$ cat src/rtl/seg7_display_driver.sv
// 8-bit result to sign + 3-digit BCD (sequential double-dabble),
// driven onto a 4-digit multiplexed active-low seven-segment display.
module seg7_display_driver #(
  parameter int SCAN_DIV = 100000
) (
  input  logic       clk,
  input  logic       rst,
  input  logic [7:0] value,
  input  logic       is_signed,
  input  logic       err,
  input  logic       load,
  output logic       busy,
  output logic [6:0] seg,
  output logic [3:0] an
);

  localparam int CW = (SCAN_DIV > 1) ? $clog2(SCAN_DIV) : 1;
  localparam logic [CW-1:0] TC = CW'(SCAN_DIV - 1);

  localparam logic [6:0] SEG_BLANK = 7'h7F;
  localparam logic [6:0] SEG_MINUS = 7'h3F;
  localparam logic [6:0] SEG_E     = 7'h06;
  localparam logic [6:0] SEG_R     = 7'h2F;

  typedef enum logic [1:0] {
    IDLE,
    CONVERT,
    COMMIT
  } state_t;

  function automatic logic [6:0] digit_seg(input logic [3:0] d);
    logic [6:0] s;
    unique case (d)
      4'd0:    s = 7'h40;
      4'd1:    s = 7'h79;
      4'd2:    s = 7'h24;
      4'd3:    s = 7'h30;
      4'd4:    s = 7'h19;
      4'd5:    s = 7'h12;
      4'd6:    s = 7'h02;
      4'd7:    s = 7'h78;
      4'd8:    s = 7'h00;
      4'd9:    s = 7'h10;
      default: s = SEG_BLANK;
    endcase
    return s;
  endfunction

  function automatic logic [3:0] add3(input logic [3:0] n);
    return (n >= 4'd5) ? n + 4'd3 : n;
  endfunction

  state_t       state;
  logic [19:0]  sr;
  logic [2:0]   bit_cnt;
  logic         neg_q;
  logic         err_q;
  logic [6:0]   disp [4];

  logic [CW-1:0] scan_cnt;
  logic [1:0]    idx;

  logic         neg_in;
  logic [7:0]   mag;
  logic [19:0]  adj;
  logic [19:0]  next_sr;
  logic [3:0]   hund;
  logic [3:0]   tens;
  logic [3:0]   ones;
  logic [6:0]   new_d3;
  logic [6:0]   new_d2;
  logic [6:0]   new_d1;
  logic [6:0]   new_d0;

  // 0x80 signed negates to 0x80, which is 128 unsigned: 8 bits suffice.
  always_comb begin
    neg_in = is_signed & value[7];
    mag    = neg_in ? (~value + 8'd1) : value;
  end

  always_comb begin
    adj = {add3(sr[19:16]), add3(sr[15:12]), add3(sr[11:8]), sr[7:0]};
    next_sr = {adj[18:0], 1'b0};
  end

  always_comb begin
    hund = sr[19:16];
    tens = sr[15:12];
    ones = sr[11:8];
    if (err_q) begin
      new_d3 = SEG_E;
      new_d2 = SEG_R;
      new_d1 = SEG_R;
      new_d0 = SEG_BLANK;
    end else begin
      new_d3 = neg_q ? SEG_MINUS : SEG_BLANK;
      new_d2 = (hund != 4'd0) ? digit_seg(hund) : SEG_BLANK;
      new_d1 = (hund != 4'd0 || tens != 4'd0) ? digit_seg(tens)
                                              : SEG_BLANK;
      new_d0 = digit_seg(ones);
    end
  end

  always_ff @(posedge clk) begin
    if (rst) begin
      state   <= IDLE;
      busy    <= 1'b0;
      sr      <= '0;
      bit_cnt <= '0;
      neg_q   <= 1'b0;
      err_q   <= 1'b0;
      disp[0] <= SEG_BLANK;
      disp[1] <= SEG_BLANK;
      disp[2] <= SEG_BLANK;
      disp[3] <= SEG_BLANK;
    end else begin
      unique case (state)
        IDLE: begin
          if (load) begin
            sr      <= {12'd0, mag};
            bit_cnt <= '0;
            neg_q   <= neg_in;
            err_q   <= err;
            busy    <= 1'b1;
            state   <= CONVERT;
          end
        end
        CONVERT: begin
          sr      <= next_sr;
          bit_cnt <= bit_cnt + 3'd1;
          if (bit_cnt == 3'd7) state <= COMMIT;
        end
        COMMIT: begin
          disp[3] <= new_d3;
          disp[2] <= new_d2;
          disp[1] <= new_d1;
          disp[0] <= new_d0;
          busy    <= 1'b0;
          state   <= IDLE;
        end
        default: state <= IDLE;
      endcase
    end
  end

  // Scan runs independently of conversion; outputs lag index by one cycle.
  always_ff @(posedge clk) begin
    if (rst) begin
      scan_cnt <= '0;
      idx      <= '0;
      an       <= 4'b1110;
      seg      <= SEG_BLANK;
    end else begin
      if (scan_cnt == TC) begin
        scan_cnt <= '0;
        idx      <= idx + 2'd1;
      end else begin
        scan_cnt <= scan_cnt + CW'(1);
      end
      an  <= ~(4'b0001 << idx);
      seg <= disp[idx];
    end
  end

endmodule

$ cat config.mk
export PLATFORM = sky130hd
export DESIGN_NAME = seg7_display_driver
export DESIGN_NICKNAME = d
export VERILOG_FILES = /design/src/rtl/seg7_display_driver.sv
export SDC_FILE = /design/constraint.sdc
export NUM_CORES = 1
export LEC_CHECK = 0
export BUFFER_PORTS_ARGS = -buffer_cell sky130_fd_sc_hd__buf_2
export CAP_MARGIN = 20
export CORE_ASPECT_RATIO = 1.5
export CORE_MARGIN = 8
export CORE_UTILIZATION = 60
export DETAILED_ROUTE_END_ITERATION = 10
export HOLD_SLACK_MARGIN = 0.03
export PLACE_DENSITY_LB_ADDON = 0.2
export SLEW_MARGIN = 20
export SYNTH_ARGS = -nofsm -noshare
export SYNTH_HDL_FRONTEND = slang
export SYNTH_SLANG_ARGS = --single-unit
$ cat constraint.sdc
create_clock -name clk -period 6.2 [get_ports clk]
set_input_delay 0.31 -clock clk [delete_from_list [all_inputs] [get_ports clk]]
set_output_delay 0.31 -clock clk [all_outputs]
set_load 0.02 [all_outputs]
# [Word-level counts from Yosys, hierarchy flattened]
# Memories as Yosys holds them, arrays and structs flattened. A register that Yosys moved wholly into a read port is not among the register bits.
# Cells that the tools add are included.
[word_totals] romBits=336 memories=4 ff_bits=51 ram_bits=28
[mem_list] name="(name not given)" words=16 word_bits=7 rd=1 rd_clocked_by_memory_dff=1 wr=0 line="33" rtl="unique case (d)"
[mem_list] name="(name not given)" words=16 word_bits=7 rd=1 rd_clocked_by_memory_dff=1 wr=0 line="33"
[mem_list] name="(name not given)" words=16 word_bits=7 rd=1 rd_clocked_by_memory_dff=1 wr=0 line="33"
[mem_list] name="disp" words=4 word_bits=7 rd=1 rd_clocked_by_memory_dff=1 wr=4 line="58" rtl="logic [6:0] disp [4];"
[op_classes] n_mux=35 bitwise=7 n_eq_ne=6 add_sub_neg=7 n_shift=1 magnitude_cmp=3 n_reduce_logical=11
[op_table] cell="7-bit 2-to-1 mux" n=11
[op_table] cell="20-bit one-hot mux with 2 select lines" n=1
[op_table] cell="4-bit 2-to-1 mux" n=8
[op_table] cell="20-bit 2-to-1 mux" n=1
[op_table] cell="17-bit by 1-bit adder with 17-bit output (second input constant)" n=1
[op_table] cell="17-bit equality test (second input constant)" n=1
[op_table] cell="4-bit by 3-bit greater-or-equal comparator with 1-bit output (second input constant)" n=3
[op_table] cell="4-bit by 2-bit adder with 4-bit output (second input constant)" n=2
[op_table] cell="8-bit by 1-bit adder with 8-bit output (second input constant)" n=1
[op_table] cell="8-bit 2-to-1 mux" n=1
[op_table] cell="8-bit NOT" n=1
[op_table] cell="2-bit AND reduction" n=4
[op_table] cell="4-bit nonzero test" n=2
[op_table] cell="1-bit 2-to-1 mux" n=6
[op_table] cell="3-bit 2-to-1 mux" n=2
[op_table] cell="3-bit one-hot mux with 2 select lines" n=1
[op_table] cell="2-bit 2-to-1 mux" n=2
[op_table] cell="2-bit inequality test (second input constant)" n=2
[op_table] cell="4-bit NOT" n=1
[op_table] cell="1-bit bitwise OR" n=4
[op_table] cell="2-bit one-hot mux with 2 select lines" n=1
[op_table] cell="2-bit nonzero test" n=2
[op_table] cell="1-bit by 2-bit << shifter with 4-bit output (first input constant)" n=1
[op_table] cell="3-bit by 1-bit adder with 3-bit output (second input constant)" n=1
[op_table] cell="other kinds (10)" n=10

# [Depth between registers and ports, before layout]
# Gate-level depths: netlist of the first run.
[depth] ltp_word=7 depth_mapped=11 ltp_nobuf=11

# [Worst setup path before layout of the first run]
# No wires, ideal clock.
[synth_timing] kind="flip-flop to flip-flop" from="register sr[8]" to="register (tool-made name)" required_ps=6078 slack_ps=3965 arrival_ps=2113 path_buffers=0 stages_incl_launch_ff=10 path_cell_list="dfxtp_1 -> inv_1 -> ha_1 -> nand2b_1 -> a21oi_1 -> or3_1 -> a21oi_1 -> inv_1 -> ha_1 -> a311o_1"
[synth_lines] element="start: declaration" line="54" rtl="logic [19:0] sr;"
[synth_lines] element="start signal: assignment" line="120" rtl="sr <= {12'd0, mag};"
[synth_lines] element="start signal: assignment" line="129" rtl="sr <= next_sr;"

==> summary.txt, run 1 <==
status - complete, no violations
clock slew at reported path FFs - 70 ps
Hold Startpoint - err
Die Wd - 90.7 µm
syn nets - 555
count of different cell masters after synthesis - 68
CP Launch Type - flop
WP data required - 6420 ps
R2R depth - 8
ANT cells - 0
initial antenna violation count - 0
Via Count - 3739
FF-to-FF setup slack - 3340 ps
async set-reset flop share out of synthesis - 0%
crit path capture type - flop
met2 usage - 33.5%
CP Data Arrival Time - 3080 ps
register bit total from synthesis - 102
Hold Path Class - in2reg
H-tree depth - 3
die height - 128 µm
area grow syn2layout - 8.23%
layout cells sized above 1 - 12.6%
Root Buffer - clkbuf_16
clock sink total - 102
Hold-fix buffers, CTS - 0
Total GRT Usage - 17.7%
DRT Pass-1 Iters - 6
met1 GRT Util - 17.5%
cts bufs inserted - 9
Worst Skew - 9.11 ps
R2R Path Start - state[0]$_SDFFE_PP0P_
Hold Path End - err_q$_SDFFE_PP0P_
final hold vios - 0
vias in the first global route - 3786
Rows - 41
Port-buffer cells - 24
power per cell area - 235 nW/µm²
Synth Instances - 512
Initial Utilization - 60.7%
MaxCap Viol Count - 0
Post-synth top flop - dfxtp_1
maximum number of pins on one net before global-route repair - 53
drt drc - 0
Setup CP Type - reg2reg
final WL - 10000 µm
Clock Tree Buf Depth - 2
cell area after synthesis - 5020 µm²
Final min period - 2860 ps
met3 Usage GRT - 3.69%
fin util - 65.7%
Max IR drop VDD - 164 µV
Nets - 568
relative slew slack - 33.6%
Syn Area/Cell - 9.80 µm²
worst slew pin tran - 994 ps
CTS tree - yes
WHS Path Cells - 3
Final Slew Violations - 0
Final ANT Viol Nets - 0
setup TNS - 0 ps
Core ar. - 8260 µm²
dpl hpwl - 7390 µm
sequential share of the synthesized area - 45.3%
number of setup buffers added after CTS - 0
first-pass GRT wire length - 16800 µm
Ys Warns - 0
Worst-Skew Late Latency - 350 ps
Fmax - 350 MHz
Leakage - 1.97 nW
gr ovfl total - 0
# IOs - 25
most frequent cells in the layout - dfxtp_1 (79), nor2_1 (49), nand2_1 (43)
mean routed wirelength per cell - 15.7 µm
endpoints failing setup - 0
unrepaired setup endpoints after global routing - no
most used routing layer - met2
ratio of final minimum period to clock period - 46.1%
CP max FO - 15
Post-CTS Resized - 0
GP Congestion - 0.845
DRT iter0 DRCs - 171
commonest non-fill, non-tap cell in the layout - dfxtp_1
number of flops mapped to enable cells by yosys - 23
vias per cell - 5.87
die area - 11600 µm²
==> kinds of logic after synthesis <==
| group | share of synthesized area (%) |
|---|---|
| simple gates | 18.2 |
| compound gates | 15.8 |
| flops | 45.3 |
| buf+inv | 5.39 |
| fa+ha+maj | 7.48 |
| xor+xnor | 4.01 |
| mux | 3.89 |
==> worst max-delay path: stages, from the launching register on <==
cell and delay (ps):
dfxtp_1 460, o21bai_1 820, buf_4 320, nand2_1 110, a31oi_1 360, inv_1 160, ha_1 230, mux2i_1 170
a22oi_1 90
==> power breakdown <==
group / internal (W) / leakage (nW) / switching (W)
sequential: 0.000687 / 0.796 / 0.00000818
combinational: 0.0000215 / 1.05 / 0.0000405
clock: 0.000273 / 0.126 / 0.000245
==> worst max-delay path by stage <==
stage,slack (ps),startpoint,cells after the start,end
5_1_grt,3110,state[0]$_SDFFE_PP0P_,8,flop
6_report,3340,state[0]$_SDFFE_PP0P_,8,flop
3_5_place_dp,3370,state[0]$_SDFFE_PP0P_,8,flop
4_1_cts,3370,state[0]$_SDFFE_PP0P_,8,flop
2_1_floorplan,3960,sr[8]$_SDFFE_PP0N_,9,flop
3_3_place_gp,3520,state[0]$_SDFFE_PP0P_,8,flop
==> cells in the mapped netlist (6+ instances only) <==
| library cell | n | area [µm²] |
|---|---|---|
| edfxtp_1 | 23 | 691 |
| nand2b_1 | 20 | 125 |
| or2_2 | 6 | 37.5 |
| a31oi_1 | 7 | 43.8 |
| xnor2_1 | 10 | 87.6 |
| clkbuf_1 | 10 | 37.5 |
| nand2_1 | 43 | 161 |
| ha_1 | 30 | 375 |
| inv_1 | 30 | 113 |
| a21oi_1 | 29 | 145 |
| xor2_1 | 13 | 114 |
| mux2i_1 | 6 | 60.1 |
| or3_1 | 6 | 37.5 |
| dfxtp_1 | 79 | 1580 |
| nor3_1 | 7 | 35.0 |
| nand3_1 | 15 | 75.1 |
| nor2_1 | 49 | 184 |
| a22oi_1 | 6 | 45.0 |
| o21ai_0 | 9 | 45.0 |
==> layer usage <==
| metal | routed length, µm | up-vias |
|---|---|---|
| li1 | - | 1853 |
| met1 | 3920 | 1787 |
| met2 | 5440 | 75 |
| met3 | 373 | 24 |
| met4 | 273 | 0 |
| met5 | 0 | - |
==> per-stage QoR <==
step	hold WS, ps	cell area, µm²	power [W]	worst slack [ps]	instances
2_1_floorplan	417	5020	0.000757	3960	512
3_3_place_gp	432	5160	0.000771	3520	621
3_5_place_dp	440	5160	0.000772	3370	621
4_1_cts	194	5430	0.00128	3370	637
5_1_grt	216	5430	0.00132	3110	637
6_report	200	5430	0.00128	3340	637
==> cell type report <==
cell class	count	area, µm²
fill	696	2830
timing repair buffer	27	143
tap	107	134
sequential	102	2270
clock inverter	5	37.5
clock buffer	11	233
multi-input combinational	352	2470
inverter	33	136
(Power assumes the default switching activity.)
==> run 2, diff against run 1 <==
clock period = 3 ns   (was 6.2 ns; I/O delays follow)
==> summary.txt, run 2 (synthesis results as in run 1) <==
Final min period - 2500 ps (-355 ps)
Final WS setup - 496 ps (-2850 ps)
number of setup buffers added after CTS - 0 (unchanged)
dpl hpwl - 7570 µm (+2.5%)
most frequent cells in the layout - dfxtp_1 (79), nor2_1 (49), nand2_1 (43)
Post-CTS Resized - 0 (unchanged)
Total GRT Usage - 18.6% (+0.83 points)
vias per cell - 5.85 (-0.26%)
drt drc - 0 (unchanged)
Final ANT Viol Nets - 0 (unchanged)
R2R depth - 7 (-1)
first-pass GRT wire length - 17200 µm (+2.4%)
commonest non-fill, non-tap cell in the layout - dfxtp_1
fillers - 669 (-3.9%)
Hold Path Class - in2reg
Root Buffer - clkbuf_16
DRT Pass-1 Iters - 4 (-2)
R2R Path Start - state[0]$_SDFFE_PP0P_
endpoints failing setup - 0 (unchanged)
Clock Tree Buf Depth - 2 (unchanged)
hold slack final - 48.5 ps (-152 ps)
GP Congestion - 0.907 (+7.4%)
Via Count - 3747 (+0.21%)
Nets - 571 (+0.53%)
final hold vios - 0 (unchanged)
Port-buffer cells - 24 (unchanged)
Hold-fix buffers, CTS - 0 (unchanged)
clock sink total - 102 (unchanged)
Initial Utilization - 60.7% (unchanged)
CP Data Arrival Time - 2710 ps (-370 ps)
WHS Path Cells - 3 (unchanged)
initial antenna violation count - 0 (unchanged)
area grow syn2layout - 8.80%
power per cell area - 485 nW/µm² (+110%)
dpl ws - 522 ps (-2850 ps)
maximum number of pins on one net before global-route repair - 45 (-15%)
WP data required - 3210 ps (-3210 ps)
worst slew pin tran - 857 ps (-137 ps)
Rows - 41 (unchanged)
Leakage - 2.00 nW (+1.2%)
mean routed wirelength per cell - 16.0 µm (+2.0%)
# IOs - 25 (unchanged)
Core ar. - 8260 µm² (unchanged)
H-tree depth - 3 (unchanged)
final WL - 10300 µm (+2.5%)
ratio of final minimum period to clock period - 83.5% (+37 points)
fin cells - 640 (+0.47%)
relative slew slack - 42.3% (+8.7 points)
crit path capture type - flop
Die Wd - 90.7 µm (unchanged)
layout cells sized above 1 - 13.1% (+0.49 points)
ANT cells - 0 (unchanged)
clock slew at reported path FFs - 60 ps (about the same)
die area - 11600 µm² (unchanged)
Worst Skew - 6.03 ps (-3.08 ps)
CP Launch Type - flop
FF-to-FF setup slack - 500 ps (-2850 ps)
CTS tree - yes
die height - 128 µm (unchanged)
gr ovfl total - 0 (unchanged)
Hold Path End - err_q$_SDFFE_PP0P_
MaxCap Viol Count - 0 (unchanged)
status - complete, no violations
Hold Startpoint - err
Setup CP Type - reg2reg
Fmax - 399 MHz (+14%)
setup TNS - 0 ps (unchanged)
Max IR drop VDD - 335 µV (+100%)
fin util - 66.1% (+0.35 points)
DRT iter0 DRCs - 169 (-1.2%)
CP max FO - 20 (+5)
Final Slew Violations - 0 (unchanged)
vias in the first global route - 3639 (-3.9%)
Worst-Skew Late Latency - 350 ps (about the same)
placed insts - 624 (+0.48%)
unrepaired setup endpoints after global routing - no
cts bufs inserted - 9 (unchanged)
## run 2: per-stage QoR
stage                     cell area (µm²)  total power [W]
after floorplan                      5020          0.00156
after global placement               5180          0.00160
after detailed placement             5180          0.00160
after CTS                            5460          0.00267
after global routing                 5460          0.00274
final                                5460          0.00265
## run 2: worst max-delay path by stage
stage | start | endpoint | slack (ps) | cells past startpoint
2_1_floorplan | sr[8]$_SDFFE_PP0N_ | flop | 760 | 9
3_3_place_gp | state[0]$_SDFFE_PP0P_ | flop | 620 | 7
3_5_place_dp | sr[8]$_SDFFE_PP0N_ | flop | 520 | 9
4_1_cts | sr[8]$_SDFFE_PP0N_ | flop | 510 | 9
5_1_grt | sr[8]$_SDFFE_PP0N_ | flop | 280 | 10
6_report | state[0]$_SDFFE_PP0P_ | flop | 500 | 7
## run 2: critical path, stage by stage, from the launching register on
cell      delay (ps)
dfxtp_1          670
o21bai_1         270
buf_4            280
a211oi_2         330
or2_0            380
inv_2             90
nor3_1           260
a311oi_1          80
## run 2: power by group
group / switching [W] / internal [W]
registers: 0.0000168 / 0.00142
clock network: 0.000493 / 0.000585
logic: 0.0000865 / 0.0000465
total: 0.000597 / 0.00205
## run 2: layout make-up
cell class	instances	area (µm²)	share of cell area [%]
clock buffers	11	243	4.45
clock inverters	5	33.8	0.619
inverters	33	136	2.50
multi-input cells	352	2470	45.3
flip-flops and latches	102	2270	41.6
well taps	107	134	2.45
repair buffers	30	165	3.03
## run 2: routing by layer
layer	vias to the layer above	part of all wire, %	global-route usage, %	wire length [µm]
met4	0	2.6	10.0	265
met3	21	2.9	3.75	302
met2	62	55	35.3	5660
li1	1851	-	-	-
met5	-	0	0	0
met1	1813	39	18.3	4020
==> run 3, diff against run 2 <==
CORE_UTILIZATION = 55   (was 60)
clock period = 2.06 ns   (was 3 ns; I/O delays follow)
==> summary.txt, run 3 (synthesis results as in run 1) <==
CP Launch Type - flop
most frequent cells in the layout - dfxtp_1 (73), buf_4 (58), nor2_1 (49)
maximum number of pins on one net before global-route repair - 33 (-27%)
worst-path cell chain - inv_4, ha_4, nor2b_4, or4_4, a21oi_4, inv_2, ha_4, nand3_1, a21oi_1
post-route design area - 6400 µm² (+17%)
Root Buffer - clkbuf_16
dpl hpwl - 8410 µm (+11%)
final WL - 12000 µm (+17%)
layout cells sized above 1 - 33.6% (+20 points)
relative slew slack - 60.6% (+18 points)
CP Data Arrival Time - 2450 ps (-260 ps)
ANT cells - 0 (unchanged)
family with the most delay on the worst path - simple AND/OR/NAND/NOR gates
fin cells - 703 (+9.8%)
# IOs - 25 (unchanged)
WP buf/inv - 2 (unchanged)
initial antenna violation count - 0 (unchanged)
status - complete, but fails checks
CP max FO - 3 (-85%)
hold slack final - 33.2 ps (-15.3 ps)
Worst Skew - 6.85 ps (+0.815 ps)
vias in the first global route - 4096 (+13%)
crit path max-delay cell type - or4_4
Hold Path Class - in2reg
DRT Pass-1 Iters - 5 (+1)
Max IR drop VDD - 520 µV (+55%)
Fmax - 459 MHz (+15%)
commonest non-fill, non-tap cell in the layout - dfxtp_1
Port-buffer cells - 24 (unchanged)
Clock Tree Buf Depth - 2 (unchanged)
Final min period - 2180 ps (-325 ps)
Leakage - 2.36 nW (+18%)
crit path capture type - flop
area grow syn2layout - 27.6%
Rows - 42 (+2.4%)
ratio of final minimum period to clock period - 106% (+22 points)
Worst-Skew Late Latency - 340 ps (about the same)
Nets - 631 (+11%)
cts bufs inserted - 9 (unchanged)
mean routed wirelength per cell - 17.0 µm (+6.4%)
CTS tree - yes
power per cell area - 644 nW/µm² (+33%)
most frequent CP cell - ha_4
MaxCap Viol Count - 0 (unchanged)
dpl ws - -125 ps (-648 ps)
unrepaired setup endpoints after global routing - yes
CP peak stage delay - 530 ps (-140 ps)
Via Count - 4069 (+8.6%)
Die Wd - 94.0 µm (+3.7%)
die area - 12500 µm² (+7.7%)
placed insts - 676 (+8.3%)
WP data required - 2330 ps (-880 ps)
Final Slew Violations - 0 (unchanged)
gr ovfl total - 0 (unchanged)
H-tree depth - 3 (unchanged)
Final ANT Viol Nets - 0 (unchanged)
vias per cell - 5.79 (-1.1%)
DRT iter0 DRCs - 252 (+49%)
Core ar. - 8830 µm² (+6.9%)
Setup CP Type - reg2reg
clock slew at reported path FFs - 70 ps (about the same)
die height - 133 µm (+3.9%)
Placed Area - 5610 µm² (+8.3%)
GP Congestion - 0.922 (+1.6%)
Total GRT Usage - 18.7% (+0.16 points)
endpoints failing setup - 8 (+8)
fin util - 72.5% (+6.4 points)
clock sink total - 102 (unchanged)
drt drc - 0 (unchanged)
violated checks - negative setup slack
final hold vios - 0 (unchanged)
first-pass GRT wire length - 18800 µm (+9.4%)
Initial Utilization - 56.8% (-3.9 points)
worst slew pin tran - 584 ps (-273 ps)
Final WS setup - -119 ps (-615 ps)
-- run 3: cell count changes in the layout (fill, tap and decap cells not counted), sizes merged --
cell         before  now
clkbuf           11   12
buf              30   89
dlygate4sd3       0    1
bufinv            0    1
clkinv            4    3
clkinvlp          1    0
-- run 3: area by class of cell --
type	count	area (µm²)
multi-input combinational	352	2870
fill	615	2430
inverter	33	141
sequential	102	2280
clock inverter	4	51.3
clock buffer	12	268
tap	110	138
timing repair buffer	90	653
-- run 3: where the power goes --
part | leakage [nW] | internal [W] | switching [W]
Sequential | 0.799 | 0.00207 | 0.0000201
Clock | 0.156 | 0.00105 | 0.000735
Combinational | 1.41 | 0.0000971 | 0.000152
-- run 3: final timing paths --
check	start	end	slack, ps	cells past startpoint
max reg2reg	sr[12]$_SDFFE_PP0N_	flop	-120	9
min	is_signed	neg_q$_SDFFE_PP0P_	30	3
max	sr[12]$_SDFFE_PP0N_	flop	-120	9
min reg2reg	sr[2]$_SDFFE_PP0N_	sr[2]$_SDFFE_PP0N_	460	2
-- run 3: worst reg2reg max path, delay by kind of cell (launching register included) --
| kind | cells | cell delay [ps] |
|---|---|---|
| AOI/OAI and AO/OA | 2 | 400 |
| adders and majority gates | 2 | 440 |
| buffers and inverters | 2 | 130 |
| DFF | 1 | 380 |
| and+or+nand+nor | 3 | 750 |
-- run 3: timing repair --
action                                 in CTS  in global routing
hold buffers                                1                  0
gates cloned                                0                  0
endpoints found under the hold margin       1                  0
gates resized for setup                    15                 66
pin swaps                                  13                 25
setup endpoints to repair                  14                 18
buffers inserted                            1                  9
-- run 3: routing by layer --
layer	share of wire [%]	routed length, µm	track usage [%]
met4	2.8	333	9.65
met2	56	6720	35.4
met3	3.2	383	2.04
met1	38	4550	19.2
met5	0	0	0
-- run 3: through the flow --
step	TNS (ps)	power, W
after floorplan	-12.8	0.00228
after global placement	-195	0.00236
after detailed placement	-811	0.00237
after CTS	-86.3	0.00413
after global routing	-1180	0.00424
final	-427	0.00412
